===== src/rtl/load_store_unit_if.sv =====
// Bundles the pipeline request, data-memory and response signals of the load/store unit.
// The slave modport is the unit's view; the master modport is the pipeline and memory side.
interface load_store_unit_if;
  logic        req_valid;
  logic        req_ready;
  logic        req_load;
  logic [2:0]  req_funct3;
  logic [31:0] req_addr;
  logic [31:0] req_wdata;
  logic [4:0]  req_rd;

  logic        mem_read;
  logic        mem_write;
  logic [31:0] mem_addr;
  logic [31:0] mem_write_data;
  logic [3:0]  mem_byte_enable;
  logic [31:0] mem_read_data;

  logic        rsp_valid;
  logic        rsp_ready;
  logic [31:0] rsp_rdata;
  logic [4:0]  rsp_rd;
  logic        rsp_err;
  logic        rsp_is_load;

  modport slave (
    input  req_valid, req_load, req_funct3, req_addr, req_wdata, req_rd,
    output req_ready,
    output mem_read, mem_write, mem_addr, mem_write_data, mem_byte_enable,
    input  mem_read_data,
    output rsp_valid, rsp_rdata, rsp_rd, rsp_err, rsp_is_load,
    input  rsp_ready
  );

  modport master (
    output req_valid, req_load, req_funct3, req_addr, req_wdata, req_rd,
    input  req_ready,
    input  mem_read, mem_write, mem_addr, mem_write_data, mem_byte_enable,
    output mem_read_data,
    input  rsp_valid, rsp_rdata, rsp_rd, rsp_err, rsp_is_load,
    output rsp_ready
  );
endinterface


===== src/rtl/load_store_unit.sv =====
// Single-outstanding load/store unit: one-cycle memory access, then a held response.
// Define LSU_MISALIGN_TRAP_EN to trap misaligned H/HU/W accesses instead of force-aligning them.
//
// state  | meaning
// IDLE   | no request held, ready to accept
// ACCESS | drive the data memory for the held request
// RESP   | present the response until rsp_ready
module load_store_unit (
  input logic              clk,
  input logic              rst,
  load_store_unit_if.slave bus
);

  localparam logic [1:0] ST_IDLE   = 2'd0;
  localparam logic [1:0] ST_ACCESS = 2'd1;
  localparam logic [1:0] ST_RESP   = 2'd2;

  logic [1:0]  state_q, state_d;
  logic        req_load_q, req_load_d;
  logic [2:0]  req_funct3_q, req_funct3_d;
  logic [31:0] req_addr_q, req_addr_d;
  logic [31:0] req_wdata_q, req_wdata_d;
  logic [4:0]  req_rd_q, req_rd_d;
  logic [31:0] rsp_rdata_q, rsp_rdata_d;
  logic [4:0]  rsp_rd_q, rsp_rd_d;
  logic        rsp_err_q, rsp_err_d;
  logic        rsp_is_load_q, rsp_is_load_d;

  logic        accept;
  logic        illegal;
  logic        misalign;
  logic        ok;
  logic [3:0]  byte_en;
  logic [31:0] wdata_rep;
  logic [7:0]  byte_sel;
  logic [15:0] half_sel;
  logic [31:0] load_ext;

  assign bus.req_ready = (state_q == ST_IDLE) | ((state_q == ST_RESP) & bus.rsp_ready);
  assign accept        = bus.req_valid & bus.req_ready;

  // Stores have no unsigned variants, so funct3[2] on a store is illegal.
  assign illegal = (req_funct3_q == 3'b011) | (req_funct3_q == 3'b110) |
                   (req_funct3_q == 3'b111) | (~req_load_q & req_funct3_q[2]);

`ifdef LSU_MISALIGN_TRAP_EN
  assign misalign = ((req_funct3_q[1:0] == 2'b01) & req_addr_q[0]) |
                    ((req_funct3_q == 3'b010) & (req_addr_q[1:0] != 2'b00));
`else
  assign misalign = 1'b0;
`endif

  assign ok = ~illegal & ~misalign;

  always_comb begin
    byte_en   = 4'b0000;
    wdata_rep = 32'h0;
    case (req_funct3_q[1:0])
      2'b00: begin
        byte_en   = 4'b0001 << req_addr_q[1:0];
        wdata_rep = {4{req_wdata_q[7:0]}};
      end
      2'b01: begin
        byte_en   = 4'b0011 << {req_addr_q[1], 1'b0};
        wdata_rep = {2{req_wdata_q[15:0]}};
      end
      2'b10: begin
        byte_en   = 4'b1111;
        wdata_rep = req_wdata_q;
      end
      default: begin
        byte_en   = 4'b0000;
        wdata_rep = 32'h0;
      end
    endcase
  end

  always_comb begin
    byte_sel = 8'h0;
    case (req_addr_q[1:0])
      2'b00:   byte_sel = bus.mem_read_data[7:0];
      2'b01:   byte_sel = bus.mem_read_data[15:8];
      2'b10:   byte_sel = bus.mem_read_data[23:16];
      default: byte_sel = bus.mem_read_data[31:24];
    endcase
    half_sel = req_addr_q[1] ? bus.mem_read_data[31:16] : bus.mem_read_data[15:0];
    load_ext = 32'h0;
    case (req_funct3_q)
      3'b000:  load_ext = {{24{byte_sel[7]}}, byte_sel};
      3'b100:  load_ext = {24'h0, byte_sel};
      3'b001:  load_ext = {{16{half_sel[15]}}, half_sel};
      3'b101:  load_ext = {16'h0, half_sel};
      3'b010:  load_ext = bus.mem_read_data;
      default: load_ext = 32'h0;
    endcase
  end

  // Memory outputs are live only in ACCESS; lanes and data are gated when the access is suppressed.
  always_comb begin
    bus.mem_read        = 1'b0;
    bus.mem_write       = 1'b0;
    bus.mem_addr        = 32'h0;
    bus.mem_write_data  = 32'h0;
    bus.mem_byte_enable = 4'b0000;
    if (state_q == ST_ACCESS) begin
      bus.mem_read        = req_load_q & ok;
      bus.mem_write       = ~req_load_q & ok;
      bus.mem_addr        = {req_addr_q[31:2], 2'b00};
      bus.mem_byte_enable = ok ? byte_en : 4'b0000;
      bus.mem_write_data  = (ok & ~req_load_q) ? wdata_rep : 32'h0;
    end
  end

  always_comb begin
    state_d       = state_q;
    req_load_d    = req_load_q;
    req_funct3_d  = req_funct3_q;
    req_addr_d    = req_addr_q;
    req_wdata_d   = req_wdata_q;
    req_rd_d      = req_rd_q;
    rsp_rdata_d   = rsp_rdata_q;
    rsp_rd_d      = rsp_rd_q;
    rsp_err_d     = rsp_err_q;
    rsp_is_load_d = rsp_is_load_q;

    if (accept) begin
      req_load_d   = bus.req_load;
      req_funct3_d = bus.req_funct3;
      req_addr_d   = bus.req_addr;
      req_wdata_d  = bus.req_wdata;
      req_rd_d     = bus.req_rd;
    end

    case (state_q)
      ST_IDLE: begin
        if (accept) state_d = ST_ACCESS;
      end
      ST_ACCESS: begin
        state_d       = ST_RESP;
        rsp_rd_d      = req_rd_q;
        rsp_is_load_d = req_load_q;
        rsp_err_d     = ~ok;
        rsp_rdata_d   = (req_load_q & ok) ? load_ext : 32'h0;
      end
      ST_RESP: begin
        if (accept)             state_d = ST_ACCESS;
        else if (bus.rsp_ready) state_d = ST_IDLE;
      end
      default: state_d = ST_IDLE;
    endcase
  end

  always_ff @(posedge clk) begin
    if (rst) begin
      state_q       <= ST_IDLE;
      req_load_q    <= 1'b0;
      req_funct3_q  <= 3'b000;
      req_addr_q    <= 32'h0;
      req_wdata_q   <= 32'h0;
      req_rd_q      <= 5'd0;
      rsp_rdata_q   <= 32'h0;
      rsp_rd_q      <= 5'd0;
      rsp_err_q     <= 1'b0;
      rsp_is_load_q <= 1'b0;
    end else begin
      state_q       <= state_d;
      req_load_q    <= req_load_d;
      req_funct3_q  <= req_funct3_d;
      req_addr_q    <= req_addr_d;
      req_wdata_q   <= req_wdata_d;
      req_rd_q      <= req_rd_d;
      rsp_rdata_q   <= rsp_rdata_d;
      rsp_rd_q      <= rsp_rd_d;
      rsp_err_q     <= rsp_err_d;
      rsp_is_load_q <= rsp_is_load_d;
    end
  end

  assign bus.rsp_valid   = (state_q == ST_RESP);
  assign bus.rsp_rdata   = rsp_rdata_q;
  assign bus.rsp_rd      = rsp_rd_q;
  assign bus.rsp_err     = rsp_err_q;
  assign bus.rsp_is_load = rsp_is_load_q;

endmodule

===== src/flat_wrapper.sv =====
// flat-port wrapper written by rule: the top's interface ports become plain ports
module load_store_unit_flat 
  (clk, rst, bus_req_valid, bus_req_load, bus_req_funct3, bus_req_addr, bus_req_wdata, bus_req_rd, bus_req_ready, bus_mem_read, bus_mem_write, bus_mem_addr, bus_mem_write_data, bus_mem_byte_enable, bus_mem_read_data, bus_rsp_valid, bus_rsp_rdata, bus_rsp_rd, bus_rsp_err, bus_rsp_is_load, bus_rsp_ready);
  load_store_unit_if bus_i ();
  input logic clk;
  input logic rst;
  input wire logic [$bits(bus_i.req_valid)-1:0] bus_req_valid;
  input wire logic [$bits(bus_i.req_load)-1:0] bus_req_load;
  input wire logic [$bits(bus_i.req_funct3)-1:0] bus_req_funct3;
  input wire logic [$bits(bus_i.req_addr)-1:0] bus_req_addr;
  input wire logic [$bits(bus_i.req_wdata)-1:0] bus_req_wdata;
  input wire logic [$bits(bus_i.req_rd)-1:0] bus_req_rd;
  output wire logic [$bits(bus_i.req_ready)-1:0] bus_req_ready;
  output wire logic [$bits(bus_i.mem_read)-1:0] bus_mem_read;
  output wire logic [$bits(bus_i.mem_write)-1:0] bus_mem_write;
  output wire logic [$bits(bus_i.mem_addr)-1:0] bus_mem_addr;
  output wire logic [$bits(bus_i.mem_write_data)-1:0] bus_mem_write_data;
  output wire logic [$bits(bus_i.mem_byte_enable)-1:0] bus_mem_byte_enable;
  input wire logic [$bits(bus_i.mem_read_data)-1:0] bus_mem_read_data;
  output wire logic [$bits(bus_i.rsp_valid)-1:0] bus_rsp_valid;
  output wire logic [$bits(bus_i.rsp_rdata)-1:0] bus_rsp_rdata;
  output wire logic [$bits(bus_i.rsp_rd)-1:0] bus_rsp_rd;
  output wire logic [$bits(bus_i.rsp_err)-1:0] bus_rsp_err;
  output wire logic [$bits(bus_i.rsp_is_load)-1:0] bus_rsp_is_load;
  input wire logic [$bits(bus_i.rsp_ready)-1:0] bus_rsp_ready;
  assign bus_i.req_valid = bus_req_valid;
  assign bus_i.req_load = bus_req_load;
  assign bus_i.req_funct3 = bus_req_funct3;
  assign bus_i.req_addr = bus_req_addr;
  assign bus_i.req_wdata = bus_req_wdata;
  assign bus_i.req_rd = bus_req_rd;
  assign bus_req_ready = bus_i.req_ready;
  assign bus_mem_read = bus_i.mem_read;
  assign bus_mem_write = bus_i.mem_write;
  assign bus_mem_addr = bus_i.mem_addr;
  assign bus_mem_write_data = bus_i.mem_write_data;
  assign bus_mem_byte_enable = bus_i.mem_byte_enable;
  assign bus_i.mem_read_data = bus_mem_read_data;
  assign bus_rsp_valid = bus_i.rsp_valid;
  assign bus_rsp_rdata = bus_i.rsp_rdata;
  assign bus_rsp_rd = bus_i.rsp_rd;
  assign bus_rsp_err = bus_i.rsp_err;
  assign bus_rsp_is_load = bus_i.rsp_is_load;
  assign bus_i.rsp_ready = bus_rsp_ready;
  load_store_unit u_core (.clk(clk), .rst(rst), .bus(bus_i));
endmodule

===== config.mk =====
export PLATFORM = sky130hd
export DESIGN_NAME = load_store_unit_flat
export DESIGN_NICKNAME = d
export VERILOG_FILES = /design/src/rtl/load_store_unit_if.sv /design/src/rtl/load_store_unit.sv /design/src/flat_wrapper.sv
export SDC_FILE = /design/constraint.sdc
export NUM_CORES = 1
export LEC_CHECK = 0
export ABC_AREA = 1
export BUFFER_PORTS_ARGS = -buffer_cell sky130_fd_sc_hd__buf_2
export CAP_MARGIN = 20
export CORE_UTILIZATION = 50
export CTS_CLUSTER_SIZE = 14
export DETAILED_ROUTE_END_ITERATION = 16
export PLACE_DENSITY_LB_ADDON = 0.12
export RECOVER_POWER = 100
export SLEW_MARGIN = 20
export SYNTH_ARGS = -nofsm -noshare
export SYNTH_HDL_FRONTEND = slang
export SYNTH_SLANG_ARGS = --single-unit

===== constraint.sdc =====
create_clock -name clk -period 1.9 [get_ports clk]
set_clock_uncertainty 0.2 [all_clocks]
set_input_delay 0.38 -clock clk [delete_from_list [all_inputs] [get_ports clk]]
set_output_delay 0.38 -clock clk [all_outputs]
set_load 0.005 [all_outputs]

==> flow_summary_export.csv, run 1 <==
group,metric,value,unit
placed_design,place_hpwl,11700,um
outcome,violations,"setup timing",
floorplanning,dieArea,12000,um^2
clock_tree,clk_path_buf_depth,2,
detailed_routing,drt-met1-wl,7470,um
clock_tree,clk_pin_slew,0.05,ns
sta,setup_violations,130,
global_routing,grt_max_degree,62,
critical_path,crit_chain,"buf_6, nor2_8, o22ai_4, nor2_4, nand2_4, clkbuf_16, nor2_1, buf_2",
power_and_ir_drop,ir_drop,0.000623,V
critical_path,reg2reg_from,"u_core.state_q[1]",
logic_synthesis,syn_area,5770,um^2
finish,final_net_count,1196,
finish,final_area,8290,um^2
critical_path,worst-setup-path-type,"register to output port",
sta,fin_crit,2.29,ns
detailed_routing,met2_length,9560,um
detailed_routing,vias,6574,
global_routing,antenna_found_initial,1,
sta,hold_viol,0,
clock_tree,cts_sinks,114,
power_and_ir_drop,pwr_density_cell,864,nW/um^2
sta,max_freq,437,MHz
clock_tree,clkLatencyLatePin,0.41,ns
clock_tree,clockRootBuffer,"clkbuf_16",
floorplanning,io_pins,220,
sta,slew_violations,0,
detailed_routing,drtAntennaViolNets,0,
placed_design,gp_congestion,0.942,
critical_path,r2r.worst_path.cells,9,
sta,fin_hold_ws,0.0333,ns
critical_path,crit_arrival,1.71,ns
floorplanning,num_rows,38,
finish,drive_gt1_share,35.0,%
detailed_routing,drt-vias-per-instance,5.30,
floorplanning,initial_core_util,52.3,%
detailed_routing,drt_first_pass_iters,6,
flow_run,maxCapViolCount,0,
placed_design,place_inst,1180,
detailed_routing,drc,0,
critical_path,crit_path_max_incr_delay,0.33,ns
finish,fin_cells,1241,
logic_synthesis,ys_types,29,
logic_synthesis,yosys_warnings,0,
floorplanning,die_w,109,um
outcome,status,"complete, but fails checks",
detailed_routing,wl_per_cell,15.4,um
critical_path,cp_slowest_cell,"dfxtp_2",
hold_path,holdPathStages,3,
global_routing,grt_use_total,30.0,%
critical_path,startpoint,"u_core.req_funct3_q[0]",
global_routing,grt_remaining_overflow,0,
clock_tree,cts_buffers,17,
hold_path,hp-class,"input port to register",
global_routing,grt_pass1_vias,5776,
floorplanning,coreArea,11000,um^2
sta,grt_setup_unrepaired,"true",
detailed_routing,drt_iter0_markers,624,
detailed_routing,wl_met3,1590,um
clock_tree,cts_tree,"yes",
global_routing,grt_pass1_wl,27700,um
logic_synthesis,seq_area_frac_synth,39.6,%
placed_design,portBuffers,217,
clock_tree,cts_max_level,4,
critical_path,crit_required,1.32,ns
detailed_routing,routed.top_layer,"met4",
hold_path,hold_start,"bus_req_wdata[29]",
sta,min_period_over_period,121,%
detailed_routing,drt-total-wl,19100,um
power_and_ir_drop,p_leak,3.81,nW
critical_path,crit_path_end_kind,"output port",
finish,synthToLayoutAreaGrowth,43.8,%
logic_synthesis,ys_ff_latch,114,
power_and_ir_drop,finalPower,7.17,mW
critical_path,crit_fanout,16,
logic_synthesis,syn_avg_cell_area,6.75,um^2
floorplanning,die_y,109,um
sta,finalWorstSetupSlack,-0.390,ns
critical_path,crit_path_start_kind,"register",
clock_tree,postCtsHoldBufs,0,
placed_design,dpl_cell_area,7040,um^2
logic_synthesis,synthCells,854,
finish,utilization,75.2,%
==> worst max-delay path: cells and delay by family (launching register included) <==
kind            cells  cell delay (ns)
buf+inv             3             0.44
simple gates        4             0.41
flops               1             0.33
compound gates      1             0.09
==> routing by layer <==
metal  up-vias  track usage (%)
li1       3197                -
met1      3014             35.2
met2       319             52.1
met3        44             7.77
met4         0             11.5
met5         -                0
==> cells by family after synthesis <==
family,count (synthesis),share of synthesized area [%]
AOI/OAI and AO/OA,208,20.1
xor gates and xnor gates,1,0.152
buffers and inverters,144,11.5
DFF,114,39.6
other,1,0.0650
and+or+nand+nor,386,28.6
==> layout make-up <==
| type | instances | area, um^2 |
|---|---|---|
| Clock inverter | 10 | 109 |
| Inverter | 83 | 327 |
| Tap cell | 140 | 175 |
| Timing Repair Buffer | 273 | 1760 |
| Sequential cell | 114 | 2290 |
| Fill cell | 911 | 2740 |
| Antenna cell | 1 | 2.50 |
| Multi-Input combinational cell | 598 | 3160 |
| Clock buffer | 22 | 464 |
==> cells in the final DEF, fill, tap and decap left out, types with 23 or more instances in the layout <==
cell and n:
nor2_1 71, dfxtp_1 109, buf_4 29, o21ai_0 60, a21oi_1 111, a21oi_2 23
inv_1 73, nor2_4 33, nand3_1 42, nand2_1 200, buf_2 182, clkbuf_1 36
==> repair_timing <==
| item | 4_1_cts | 5_1_grt |
|---|---|---|
| hold endpoints to repair | 0 | 0 |
| setup buffers | 14 | 8 |
| gates cloned | 5 | 3 |
| resized for setup | 63 | 62 |
| setup endpoints to repair | 69 | 88 |
| pin swaps | 9 | 6 |
==> power by group <==
| group | switching, mW | total [mW] | internal, mW |
|---|---|---|---|
| clock | 1.12 | 3.11 | 1.99 |
| combinational | 0.858 | 1.45 | 0.587 |
| sequential | 0.0807 | 2.61 | 2.53 |
| total | 2.06 | 7.17 | 5.11 |
==> state kept, by name, summed over array words and instances, names as in the netlist <==
name / flops
u_core.bus.rsp_is_load: 1
u_core.req_addr_q: 32
u_core.req_rd_q: 5
u_core.req_load_q: 1
u_core.req_funct3_q: 3
u_core.bus.rsp_err: 1
u_core.bus.rsp_rd: 5
u_core.bus.rsp_rdata: 32
u_core.state_q: 2
u_core.req_wdata_q: 32
==> stage by stage <==
| step | setup slack (ns) | setup TNS, ns |
|---|---|---|
| after CTS | -0.322 | -12.38 |
| after global placement | 0.0699 | 0 |
| after detailed placement | 0.0306 | 0 |
| after global routing | -0.447 | -32.85 |
| after floorplan | 0.168 | 0 |
| final | -0.390 | -20.19 |
==> path summary, 6_finish.rpt <==
| kind | end | slack, ns |
|---|---|---|
| worst min register to register | u_core.req_rd_q[0] | 0.25 |
| worst min-delay path | u_core.req_wdata_q[29] | 0.03 |
| worst max-delay path | bus_mem_write_data[8] | -0.39 |
| worst max register to register | u_core.req_addr_q[27] | -0.19 |
==> synth_stat cells (all sizes together) <==
| cell type | count | area (um^2) |
|---|---|---|
| nor2 | 116 | 489 |
| nand3 | 46 | 263 |
| o21ai | 62 | 310 |
| nand2 | 223 | 895 |
| a221oi | 8 | 70.1 |
| conb | 1 | 3.75 |
| clkbuf | 22 | 82.6 |
| a21oi | 134 | 746 |
| buf | 39 | 265 |
| a31oi | 2 | 12.5 |
| xor2 | 1 | 8.76 |
| o22ai | 1 | 12.5 |
| inv | 83 | 314 |
| nor3 | 1 | 5.00 |
| a211oi | 1 | 7.51 |
| dfxtp | 114 | 2280 |
Note: power is estimated with default switching activity, not from simulation.
==> inputs of run 2 (changes only) <==
--- a/config.mk
+++ b/config.mk
@@ -8,7 +8,9 @@
 export ABC_AREA = 1
 export BUFFER_PORTS_ARGS = -buffer_cell sky130_fd_sc_hd__buf_2
 export CAP_MARGIN = 20
-export CORE_UTILIZATION = 50
+export CELL_PAD_IN_SITES_DETAIL_PLACEMENT = 1
+export CELL_PAD_IN_SITES_GLOBAL_PLACEMENT = 1
+export CORE_UTILIZATION = 34
 export CTS_CLUSTER_SIZE = 14
 export DETAILED_ROUTE_END_ITERATION = 16
 export PLACE_DENSITY_LB_ADDON = 0.12
==> flow_summary_export.csv, run 2 (same netlist as run 1, synthesis figures left out) <==
group,metric,value,unit
outcome,status,"complete, but fails checks",
outcome,violations,"setup timing",
global_routing,grt_use_total,24.5,%
sta,finalWorstSetupSlack,-0.387,ns
power_and_ir_drop,pwr_density_cell,858,nW/um^2
global_routing,grt_pass1_wl,33600,um
power_and_ir_drop,p_comb_share,21.3,%
critical_path,crit_path_start_kind,"register",
detailed_routing,drt-vias-per-instance,4.94,
floorplanning,num_rows,47,
floorplanning,die_y,132,um
finish,synthToLayoutAreaGrowth,53.6,%
critical_path,crit_required,1.32,ns
global_routing,grt_remaining_overflow,0,
power_and_ir_drop,p_sw_share,28.6,%
detailed_routing,drtAntennaViolNets,0,
finish,fin_cells,1339,
sta,slew_violations,0,
floorplanning,die_w,132,um
sta,min_period_over_period,120,%
detailed_routing,drt_first_pass_iters,5,
placed_design,portBuffers,217,
global_routing,grt_pass1_vias,6548,
global_routing,antenna_found_initial,4,
sta,hold_viol,0,
critical_path,crit_path_max_incr_delay,0.34,ns
floorplanning,dieArea,17500,um^2
detailed_routing,wl_per_cell,16.6,um
power_and_ir_drop,p_seq_share,34.4,%
flow_run,maxCapViolCount,0,
placed_design,place_hpwl,14500,um
power_and_ir_drop,pwr-share-clk,44.3,%
finish,final_net_count,1214,
critical_path,crit_path_end_kind,"output port",
clock_tree,cts_sinks,114,
finish,final_common_cell,"buf_2",
detailed_routing,drt_iter0_markers,342,
power_and_ir_drop,p_leak,4.10,nW
detailed_routing,drt-total-wl,22200,um
sta,setup_violations,93,
critical_path,cp_slowest_cell,"dfxtp_2",
power_and_ir_drop,power.internal,5.43,mW
detailed_routing,vias,6616,
floorplanning,io_pins,220,
clock_tree,cts_tree,"yes",
clock_tree,clk_path_buf_depth,2,
sta,fin_crit,2.29,ns
sta,grt_setup_unrepaired,"true",
critical_path,crit_chain,"buf_6, nor2_8, o22ai_4, nor2_4, nand2_4, buf_8, nor2_1, buf_2",
detailed_routing,drc,0,
global_routing,grt_max_degree,62,
clock_tree,cts_max_level,4,
power_and_ir_drop,power_switching,2.18,mW
clock_tree,clk_pin_slew,0.05,ns
finish,drive_gt1_share,42.5,%
power_and_ir_drop,ir_drop,0.000646,V
finish,layout_common_cells,"buf_2 (216), nand2_1 (193), dfxtp_1 (109), a21oi_1 (102), inv_1 (72)",
floorplanning,initial_core_util,34.8,%
clock_tree,clockRootBuffer,"clkbuf_16",
clock_tree,cts_buffers,17,
placed_design,place_inst,1273,
floorplanning,coreArea,16600,um^2
sta,max_freq,437,MHz
critical_path,crit_fanout,10,
critical_path,crit_arrival,1.71,ns
critical_path,reg2reg_slack,-0.08,ns
finish,utilization,53.4,%
critical_path,worst-setup-path-type,"register to output port",
clock_tree,clkLatencyLatePin,0.42,ns
hold_path,hp-class,"input port to register",
placed_design,gp_congestion,0.844,
-- run 2: cell types whose count changed in the layout (fill, tap and decap cells not counted), sizes merged --
cell      delta
buf         +53
bufinv       +1
clkinv       -3
bufbuf       -1
inv          -1
clkbuf      -32
clkinvlp     +1
-- run 2: timing repair --
action / 4_1_cts / 5_1_grt
hold endpoints to repair: 0 / 0
hold buffers: 0 / 0
pin swaps: 14 / 16
setup endpoints to repair: 69 / 102
gates resized for setup: 108 / 61
gates cloned: 3 / 5
setup buffers: 20 / 13
-- run 2: critical path: cells and delay by family, from the launching register on --
| family | cells | cell delay [ns] |
|---|---|---|
| AND/OR/NAND/NOR | 4 | 0.43 |
| buffers and inverters | 3 | 0.42 |
| flip-flops | 1 | 0.34 |
| AO/OA/AOI/OAI | 1 | 0.08 |
-- run 2: metal layers --
layer,global-route usage [%],wire length [um],up-vias,part of all wire [%]
met5,0,23,-,0.10
met4,8.56,433,4,1.9
met1,29.1,9350,3105,42
met2,42.1,11000,227,49
met3,6.92,1440,44,6.5
li1,-,-,3236,-
-- run 2: per-stage QoR --
step	power, mW	TNS (ns)	cell area [um^2]	hold slack (ns)	worst slack, ns
after floorplan	3.42	0	5770	0.230	0.168
after global placement	3.89	0	7240	0.239	0.0108
after detailed placement	3.91	-0.127	7240	0.244	-0.0490
after CTS	7.51	-16.60	8470	0.0135	-0.411
after global routing	7.94	-26.54	8860	0.0250	-0.469
final	7.61	-19.78	8860	0.0271	-0.387
-- run 2: final cells by class --
cell class / count / area (um^2)
Multi-Input combinational cell: 598 / 3360
Timing Repair Buffer: 291 / 1980
Antenna cell: 1 / 2.50
Tap cell: 220 / 275
Inverter: 83 / 323
Clock inverter: 8 / 124
Clock buffer: 24 / 502
Fill cell: 2137 / 7720
Sequential cell: 114 / 2290
-- run 2: worst paths after layout --
check                         startpoint                       to  cells after the start
hold / removal         bus_req_wdata[26]   u_core.req_wdata_q[26]                      3
setup reg to reg  u_core.req_funct3_q[0]  u_core.bus.rsp_rdata[9]                      9
hold reg to reg    u_core.req_addr_q[17]    u_core.req_addr_q[17]                      2
setup / recovery  u_core.req_funct3_q[0]   bus_mem_write_data[27]                      8
-- run 2: power by group through the flow --
stage	clock [mW]	sequential (mW)	combinational [mW]
2_1_floorplan	0	2.63	0.783
3_3_place_gp	0	2.65	1.25
3_5_place_dp	0	2.65	1.26
4_1_cts	3.43	2.61	1.47
5_1_grt	3.54	2.63	1.77
6_report	3.37	2.62	1.62
==> inputs of run 3 (changes only) <==
--- a/config.mk
+++ b/config.mk
@@ -8,9 +8,8 @@
 export ABC_AREA = 1
 export BUFFER_PORTS_ARGS = -buffer_cell sky130_fd_sc_hd__buf_2
 export CAP_MARGIN = 20
-export CELL_PAD_IN_SITES_DETAIL_PLACEMENT = 1
-export CELL_PAD_IN_SITES_GLOBAL_PLACEMENT = 1
-export CORE_UTILIZATION = 34
+export CORE_MARGIN = 2
+export CORE_UTILIZATION = 50
 export CTS_CLUSTER_SIZE = 14
 export DETAILED_ROUTE_END_ITERATION = 16
 export PLACE_DENSITY_LB_ADDON = 0.12
==> flow_summary_export.csv, run 3 (same netlist as run 1, synthesis figures left out) <==
group,metric,value,unit
clock_tree,clkLatencyLatePin,0.41,ns
placed_design,gp_congestion,0.903,
placed_design,portBuffers,217,
outcome,violations,"setup timing",
critical_path,path_buf_inv,3,
global_routing,grt_pass1_wl,27100,um
clock_tree,cts_buffers,17,
detailed_routing,vias,6407,
detailed_routing,drt_iter0_markers,403,
critical_path,worst-setup-path-type,"register to output port",
sta,slew_violations,0,
clock_tree,clockRootBuffer,"clkbuf_16",
detailed_routing,drt_first_pass_iters,5,
finish,layout_common_cells,"nand2_1 (201), buf_2 (201), dfxtp_1 (109), a21oi_1 (106), nor2_1 (73)",
critical_path,cp_slowest_cell,"dfxtp_2",
hold_path,hp-class,"input port to register",
critical_path,crit_fanout,33,
global_routing,grt_max_degree,62,
clock_tree,cts_tree,"yes",
critical_path,crit_path_max_incr_delay,0.34,ns
sta,fin_hold_ws,0.0313,ns
sta,hold_viol,0,
clock_tree,cts_max_level,4,
global_routing,grt_use_total,26.8,%
power_and_ir_drop,ir_drop,0.000557,V
detailed_routing,drt-total-wl,17500,um
placed_design,place_hpwl,11800,um
finish,drive_gt1_share,36.8,%
finish,final_net_count,1196,
global_routing,grt_remaining_overflow,0,
finish,seq_area,2300,um^2
global_routing,antenna_found_initial,0,
finish,final_area,8110,um^2
clock_tree,clk_path_buf_depth,2,
outcome,status,"complete, but fails checks",
power_and_ir_drop,pwr_density_cell,852,nW/um^2
finish,fin_cells,1244,
critical_path,crit_path_end_kind,"output port",
placed_design,place_inst,1189,
clock_tree,postCtsHoldBufs,0,
sta,fin_crit,2.23,ns
critical_path,crit_chain,"buf_6, nor2_8, o22ai_4, nor2_2, nand2_2, buf_12, nor2_1, buf_2",
clock_tree,clk_pin_slew,0.05,ns
placed_design,dpl_cell_area,7030,um^2
floorplanning,initial_core_util,50.9,%
critical_path,crit_arrival,1.65,ns
detailed_routing,drt-vias-per-instance,5.15,
finish,fillers,1023,
detailed_routing,wl_per_cell,14.1,um
placed_design,dpl_worst_slack,-0.0655,ns
detailed_routing,drc,0,
clock_tree,cts_sinks,114,
floorplanning,die_w,111,um
sta,finalWorstSetupSlack,-0.330,ns
floorplanning,die_y,111,um
sta,grt_setup_unrepaired,"true",
global_routing,grt_pass1_vias,5656,
critical_path,crit_required,1.32,ns
power_and_ir_drop,p_leak,3.79,nW
finish,synthToLayoutAreaGrowth,40.6,%
floorplanning,num_rows,39,
sta,min_period_over_period,117,%
sta,max_freq,448,MHz
critical_path,cp_top_family,"buffers and inverters",
floorplanning,dieArea,12400,um^2
flow_run,maxCapViolCount,0,
floorplanning,io_pins,220,
finish,multiInputGateArea,3110,um^2
sta,setup_violations,70,
critical_path,crit_path_start_kind,"register",
floorplanning,coreArea,11300,um^2
detailed_routing,drtAntennaViolNets,0,
==> run 3: final cells by class <==
cell class	count	area share, %
Multi-Input combinational cell	598	38.4
Tap cell	143	2.21
Clock buffer	22	5.73
Antenna cell	1	0.0309
Clock inverter	10	1.05
Sequential cell	114	28.3
Timing Repair Buffer	273	20.3
Inverter	83	4.00
==> run 3: worst paths after layout <==
| check | startpoint | end | slack, ns | cells after the start |
|---|---|---|---|---|
| worst max-delay path | u_core.req_funct3_q[0] | bus_mem_write_data[31] | -0.33 | 8 |
| worst max register to register | u_core.state_q[1] | u_core.req_addr_q[23] | -0.04 | 9 |
| worst min-delay path | bus_req_wdata[11] | u_core.req_wdata_q[11] | 0.03 | 3 |
| worst min register to register | u_core.req_rd_q[2] | u_core.bus.rsp_rd[2] | 0.25 | 2 |
==> run 3: where the power goes <==
| part | internal, mW | total [mW] | switching, mW |
|---|---|---|---|
| Clock | 1.85 | 2.95 | 1.10 |
| Sequential | 2.53 | 2.61 | 0.0788 |
| Combinational | 0.537 | 1.34 | 0.808 |
| Total | 4.92 | 6.91 | 1.99 |
==> run 3: worst register-to-register path, cell delays in order (launching register included) <==
cell and delay, ns:
dfxtp_1 0.37, inv_4 0.07, buf_4 0.14, nor2_1 0.11, nor2_2 0.06, buf_4 0.13
nand2_1 0.14, buf_6 0.33, o21ai_0 0.17, a21oi_1 0.16
==> run 3: metrics by stage <==
step	util [%]	TNS, ns	power (mW)
2_1_floorplan	-	0	3.42
3_3_place_gp	62.1	0	3.80
3_5_place_dp	62.1	-0.293	3.81
4_1_cts	69.1	-11.18	6.83
5_1_grt	71.6	-24.01	7.21
6_report	71.6	-12.42	6.91
==> run 3: metal layers <==
metal  vias to the layer above  global-route usage (%)  share of wire [%]
li1                       3202                       -                  -
met1                      2902                    33.5                 42
met2                       264                    44.2                 48
met3                        39                    7.35                8.1
met4                         0                    10.0                2.5
met5                         -                       0                  0
==> run 3: repair_timing <==
item	4_1_cts	5_1_grt
endpoints found under the hold margin	0	0
buffers inserted	8	10
endpoints found under the setup margin	69	84
pin swaps	12	5
resized for setup	51	56
gates cloned	1	3
